===== config.mk =====
export PLATFORM = sky130hd
export DESIGN_NAME = conv_window_addr_gen
export DESIGN_NICKNAME = d
export VERILOG_FILES = /design/src/rtl/conv_window_addr_gen.sv
export SDC_FILE = /design/constraint.sdc
export NUM_CORES = 1
export LEC_CHECK = 0
export ABC_AREA = 1
export BUFFER_PORTS_ARGS = -buffer_cell sky130_fd_sc_hd__buf_2
export CAP_MARGIN = 20
export CELL_PAD_IN_SITES_DETAIL_PLACEMENT = 1
export CELL_PAD_IN_SITES_GLOBAL_PLACEMENT = 1
export CORE_MARGIN = 2
export CORE_UTILIZATION = 25
export DETAILED_ROUTE_END_ITERATION = 6
export PLACE_DENSITY = 0.58
export SLEW_MARGIN = 20
export SYNTH_ARGS = -nofsm -noshare
export SYNTH_HDL_FRONTEND = slang
export SYNTH_SLANG_ARGS = --single-unit

===== constraint.sdc =====
create_clock -name clk -period 8.1 [get_ports clk]
set_clock_uncertainty 0.2 [all_clocks]
set_input_delay 0.405 -clock clk [delete_from_list [all_inputs] [get_ports clk]]
set_output_delay 0.405 -clock clk [all_outputs]
set_load 0.02 [all_outputs]

===== src/rtl/conv_window_addr_gen.sv =====
// 3x3 convolution window address generator: one window of K*K packed tap addresses per
// accepted handshake, scanning a row-major feature map with stride 1 and no padding.
module conv_window_addr_gen #(
  parameter int unsigned array_size = 9,
  parameter int unsigned K          = 3,
  parameter int unsigned ADDR_W     = 14
) (
  input  logic                         clk,
  input  logic                         reset,
  input  logic                         start,
  input  logic [ADDR_W-1:0]            base_addr,
  input  logic [6:0]                   img_width,
  input  logic [6:0]                   img_height,
  input  logic                         addr_ready,
  output logic [ADDR_W*array_size-1:0] addr_out,
  output logic                         addr_valid,
  output logic                         busy,
  output logic                         done
);

  localparam logic [6:0] KDim = 7'(K);

  typedef enum logic [1:0] {StIdle, StRun, StDone} state_e;

  state_e                        state_q, state_d;
  logic [6:0]                    w_q, w_d;
  logic [6:0]                    h_q, h_d;
  logic [6:0]                    ox_q, ox_d;
  logic [6:0]                    oy_q, oy_d;
  // Address of pixel (oy, 0); advanced by W per output row instead of multiplying.
  logic [ADDR_W-1:0]             row_q, row_d;
  logic [ADDR_W*array_size-1:0]  addr_q, addr_d;
  logic [ADDR_W-1:0]             tap_row;
  logic [ADDR_W-1:0]             w_ext;
  logic                          load;
  logic                          last_win;

  assign last_win = (ox_q == w_q - KDim) && (oy_q == h_q - KDim);

  always_comb begin
    state_d = state_q;
    w_d     = w_q;
    h_d     = h_q;
    ox_d    = ox_q;
    oy_d    = oy_q;
    row_d   = row_q;
    load    = 1'b0;
    unique case (state_q)
      StIdle: begin
        if (start) begin
          w_d = img_width;
          h_d = img_height;
          if (img_width >= KDim && img_height >= KDim) begin
            state_d = StRun;
            ox_d    = '0;
            oy_d    = '0;
            row_d   = base_addr;
            load    = 1'b1;
          end else begin
            state_d = StDone;
          end
        end
      end
      StRun: begin
        if (addr_ready) begin
          if (last_win) begin
            state_d = StDone;
          end else begin
            load = 1'b1;
            if (ox_q == w_q - KDim) begin
              ox_d  = '0;
              oy_d  = oy_q + 7'd1;
              row_d = row_q + {{(ADDR_W-7){1'b0}}, w_q};
            end else begin
              ox_d = ox_q + 7'd1;
            end
          end
        end
      end
      StDone:  state_d = StIdle;
      default: state_d = StIdle;
    endcase
  end

  // Tap addresses of the next window, built by accumulating W down the kernel rows.
  always_comb begin
    addr_d  = addr_q;
    w_ext   = {{(ADDR_W-7){1'b0}}, w_d};
    tap_row = row_d + ADDR_W'(ox_d);
    if (load) begin
      for (int ky = 0; ky < int'(K); ky++) begin
        for (int kx = 0; kx < int'(K); kx++) begin
          addr_d[(ky*int'(K)+kx)*int'(ADDR_W) +: ADDR_W] = tap_row + ADDR_W'(kx);
        end
        tap_row = tap_row + w_ext;
      end
    end
  end

  always_ff @(posedge clk or posedge reset) begin
    if (reset) begin
      state_q <= StIdle;
      w_q     <= '0;
      h_q     <= '0;
      ox_q    <= '0;
      oy_q    <= '0;
      row_q   <= '0;
      addr_q  <= '0;
    end else begin
      state_q <= state_d;
      w_q     <= w_d;
      h_q     <= h_d;
      ox_q    <= ox_d;
      oy_q    <= oy_d;
      row_q   <= row_d;
      addr_q  <= addr_d;
    end
  end

  assign addr_out   = addr_q;
  assign addr_valid = (state_q == StRun);
  assign busy       = (state_q != StIdle);
  assign done       = (state_q == StDone);

endmodule

==> qor.yml, run 1 <==
min_period_ps: 7230
ios: 161
max_freq_mhz: 138
hold_path_class: "input port to async pin"
wl_per_cell_um: 17.6
antenna_found_initial: 0
startpoint_type: "input port"
nNetsFinal: 1593
route.detailed.drc: 0
num_vias: 9469
ff2ff_path_depth: 38
end_kind: "flop"
start_util_pct: 25.3
grt_pass1_wl_mm: 56.2
synth_edf_count: 0
finalCritPeriodShare_pct: 89.3
ys_ff_latch: 165
drive_gt1_share_pct: 18.9
track_usage_pct: 17.3
avgSynthCellArea_um2: 7.55
cts_max_level: 4
startpoint: "img_height[5]"
relSlewSlack_pct: 34.1
syn-cell-area_um2: 10300
firstDrtPassIters: 4
routed_wl_mm: 36.2
clock_latency_ps: 450
final_area_um2: 12300
n_antenna_cell: 0
clk_pin_slew_ps: 70
grt_max_degree: 100
syn_to_final_growth_pct: 19.8
cp_common_cell: "a21oi_1"
yosys_warnings: 0
worstMarginPinSlew_ps: 989
die-area_um2: 42800
drtIter0Drc: 563
whs_ps: -64.6
arrival_ps: 7370
slowest_stage: "dlygate4sd3_1"
async_flop_share_pct: 100
first_global_vias: 9866
setup_violations: 0
ys_types: 49
slew_viol_final: 0
ys_seq_area_share_pct: 40.1
syn_nets: 1439
gp_congestion: 0.822
violations: "negative hold slack"
core_area_um2: 40700
dp_hpwl_mm: 27.9
hold_viol_final: 35
rsz0062_at_grt: "no"
crit_type: "input port to flop"
ys.flop_type: "dfrtp_1"
path_buf_inv: 5
root_buffer: "clkbuf_16"
cp.required_ps: 8240
syn_inst: 1364
cts_tree: "yes"
overflow: 0
run_status: "finished with violations"
num_rows: 74
dpl_cell_area_um2: 11700
cp_max_fo: 16
fp.dieH_um: 207
portBuffers: 160
cts_sinks: 165
maxCapViolations: 0
ant_nets: 0
fin_setup_tns_ps: 0
r2r_start: "w_q[1]"
die-width_um: 207
numCtsBuffers: 17
cts_max_path_buffers: 2
path_depth: 32
crit_family: "simple AND/OR/NAND/NOR gates"
vias_per_cell: 4.59
cp_slowest_stage_delay_ps: 520
-- cell families (layout without fill, tap and decap cells) --
| kind of cell | count (synthesis) | after routing | synth area share (%) |
|---|---|---|---|
| AOI/OAI and AO/OA | 221 | 221 | 12.1 |
| DFF | 165 | 165 | 40.1 |
| adders and majority gates | 43 | 43 | 5.52 |
| xor gates and xnor gates | 56 | 56 | 4.84 |
| and+or+nand+nor | 680 | 680 | 29.8 |
| muxes | 2 | 2 | 0.219 |
| buffers and inverters | 197 | 363 | 7.38 |
-- sequential cells by signal, summed over array words and instances, names as in the netlist --
name and flops:
h_q 7, ox_q 7, addr_out 121, row_q 14
state_q 2, w_q 7, oy_q 7
-- placed cells by master (no fill, tap or decap), drive strengths merged, types with 4 or more instances in the layout --
cell / synthesis / routed
clkbuf: 28 / 17
a21oi: 37 / 37
or2: 6 / 6
nand2: 412 / 412
nand3: 81 / 81
xnor2: 6 / 6
clkinv: 3 / 6
bufinv: 0 / 4
a22oi: 6 / 6
dfrtp: 165 / 165
o211ai: 12 / 12
o22ai: 5 / 5
o221ai: 8 / 8
ha: 39 / 39
o21ai: 129 / 129
fa: 4 / 4
inv: 157 / 162
a31oi: 6 / 6
buf: 9 / 171
nor3: 21 / 21
xor2: 50 / 50
nand4: 13 / 13
o21a: 5 / 5
nor2: 141 / 141
-- per-layer routing --
metal  GRT usage [%]  wire [um]
met5               0          0
met2            29.1      17600
met1            23.2      16800
met4            4.74        622
met3            2.53       1180
-- synth_stat cells, types with 9 or more instances --
library cell  count  area share [%]
nor2_2           11            0.67
clkbuf_1         28             1.0
inv_1           148             5.4
o21ai_0         123             6.0
nand3_1          71             3.5
nand2_1         379              14
nor2_1          121             4.4
nor3_1           20            0.97
ha_1             39             4.7
xor2_1           49             4.2
dfrtp_1         165              40
nand4_1          13            0.79
nand2_2          25             1.5
a21oi_1          37             1.8
o211ai_1         12            0.88
inv_2             9            0.33
-- path summary, 6_finish.rpt --
kind / end / slack (ps)
max in group asynchronous: row_q[11] / 6250
min in group clk: h_q[6] / 20
max reg2reg: addr_out[125] / 980
min: addr_out[99] / -60
max: addr_out[125] / 870
min reg2reg: addr_out[72] / 270
-- cell type report --
class | count | area, um2
Clock inverter | 14 | 200
Sequential cell | 165 | 4130
Timing Repair Buffer | 172 | 893
Clock buffer | 17 | 425
Fill cell | 5007 | 28400
Multi-Input combinational cell | 1002 | 5410
Inverter | 160 | 608
Tap cell | 532 | 666
-- through the flow --
step	instances	util (%)	hold slack (ps)	worst slack [ps]
floorplan	1364	-	268	2030
global placement	2030	28.7	259	605
detailed placement	2030	28.7	258	491
CTS	2062	30.3	1.52	557
global route	2062	30.3	12.8	168
finish	2062	30.3	-64.6	869
-- repair_timing --
item,CTS,global route
endpoints found under the hold margin,1,0
endpoints found under the setup margin,0,2
setup buffers,0,0
hold buffers,1,0
resized for setup,0,1
Power of run 1 is not shown: default switching activity piles up to over one toggle a cycle in this logic, so the estimate is an artifact.
==> inputs of run 2 (changes only) <==
--- a/config.mk
+++ b/config.mk
@@ -10,7 +10,6 @@
 export CAP_MARGIN = 20
 export CELL_PAD_IN_SITES_DETAIL_PLACEMENT = 1
 export CELL_PAD_IN_SITES_GLOBAL_PLACEMENT = 1
-export CORE_MARGIN = 2
 export CORE_UTILIZATION = 25
 export DETAILED_ROUTE_END_ITERATION = 6
 export PLACE_DENSITY = 0.58
==> run 2 against run 1 <==
Effect of this change: the flow now finishes without violations; sequential share of layout area is 0.22 points higher; setup slack worse by 270 ps; maximum frequency is 3.5% lower; register-to-register slack worse by 150 ps; die area is 1.9% lower; utilization is 0.21 points higher; non-clock buffer count is 1 higher; worst hold slack better by 91 ps.
==> qor.yml, run 2 (synthesis results as in run 1) <==
antenna_found_initial: 0
slowest_stage: "nor2_1"
final_cell_mix: "378 x nand2_1, 165 x dfrtp_1, 160 x buf_2, 147 x inv_1, 123 x o21ai_0"
track_usage_pct: 17.5
ios: 161
clk_pin_slew_ps: 70
run_status: "finished, final reports clean"
relSlewSlack_pct: 40.7
dp_cells: 2023
grt_pass1_wl_mm: 56.6
crit_type: "input port to flop"
cp_common_cell: "a21oi_1"
first_global_vias: 9952
mostFrequentLayoutCell: "nand2_1"
cts_resized: 0
cp.required_ps: 8230
cts_max_level: 4
nFillCells: 5000
cp_slowest_stage_delay_ps: 530
maxCapViolations: 0
gp_congestion: 0.823
cts_sinks: 165
core_area_um2: 40200
dpl_cell_area_um2: 11700
die-width_um: 205
largest_reg_flops: 121
num_rows: 73
setup_violations: 0
min_period_ps: 7500
drive_gt1_share_pct: 18.8
cts_tree: "yes"
cp_max_fo: 16
postCtsSetupBuffers: 0
route.detailed.drc: 0
max_freq_mhz: 133
wl_per_cell_um: 17.2
rsz0062_at_grt: "no"
drtIter0Drc: 426
startpoint_type: "input port"
end_kind: "flop"
die-area_um2: 42000
firstDrtPassIters: 4
start_util_pct: 25.6
dp_hpwl_mm: 27.7
syn_to_final_growth_pct: 19.0
cts_max_path_buffers: 2
overflow: 0
clock_latency_ps: 440
hold_viol_final: 0
reg2reg_slack_ps: 830
finalCritPeriodShare_pct: 92.5
fp.dieH_um: 205
root_buffer: "clkbuf_16"
num_vias: 9439
final_area_um2: 12300
arrival_ps: 7630
routed_wl_mm: 35.4
n_antenna_cell: 0
holdBufCountCts: 2
worstMarginPinSlew_ps: 889
portBuffers: 160
nNetsFinal: 1594
slew_viol_final: 0
fin_setup_tns_ps: 0
numCtsBuffers: 17
grt_max_degree: 72
stdcell_count: 2057
vias_per_cell: 4.59
ant_nets: 0
hold_path_class: "input port to flop"
-- run 2: cell count changes in the layout (fill, tap and decap cells not counted) --
cell           before  now
bufinv_16           4    0
clkinvlp_4          2    5
clkinv_2            2    0
inv_6               4    6
clkbuf_1            0    1
clkinv_4            2    3
dlygate4sd3_1       1    2
nor3_1             19   20
nor3_2              2    1
-- run 2: final timing paths --
path | start | endpoint | cells after the start
max | img_height[6] | addr_out[125] | 32
min | img_height[5] | h_q[5] | 2
max reg2reg | state_q[0] | addr_out[125] | 29
min reg2reg | addr_out[114] | addr_out[114] | 2
max in group asynchronous | reset | addr_out[5] | 4
min in group asynchronous | reset | addr_out[116] | 3
-- run 2: through the flow --
stage | util (%) | worst slack [ps] | hold slack, ps
after floorplan | - | 2030 | 268
after global placement | 29.1 | 774 | 248
after detailed placement | 29.1 | 562 | 250
after CTS | 30.5 | 594 | 2.58
after global routing | 30.5 | 27.3 | 18.3
final | 30.5 | 604 | 26.1
-- run 2: metal layers --
layer / wire (um) / part of all wire, % / vias up / global-route usage [%]
met4: 696 / 2.0 / 0 / 4.84
met3: 1120 / 3.2 / 27 / 2.82
met2: 16600 / 47 / 138 / 28.6
met1: 17000 / 48 / 4550 / 23.8
li1: - / - / 4724 / -
met5: 0 / 0 / - / 0
-- run 2: critical path: cells and delay by family --
kind | cells | cell delay (ps)
AO/OA/AOI/OAI | 7 | 1250
XOR/XNOR | 3 | 1130
buffers and inverters | 5 | 1290
AND/OR/NAND/NOR | 13 | 2230
adder cells (fa/ha/maj) | 4 | 1310
-- run 2: final cells by class --
| type | count | area, um2 | area share (%) |
|---|---|---|---|
| timing repair buffer | 173 | 903 | 7.37 |
| tap | 525 | 657 | 5.36 |
| inverter | 160 | 608 | 4.96 |
| clock buffer | 18 | 429 | 3.50 |
| clock inverter | 14 | 119 | 0.970 |
| multi-input combinational | 1002 | 5410 | 44.1 |
| sequential | 165 | 4130 | 33.7 |
Power of run 2 is left out for the same reason.
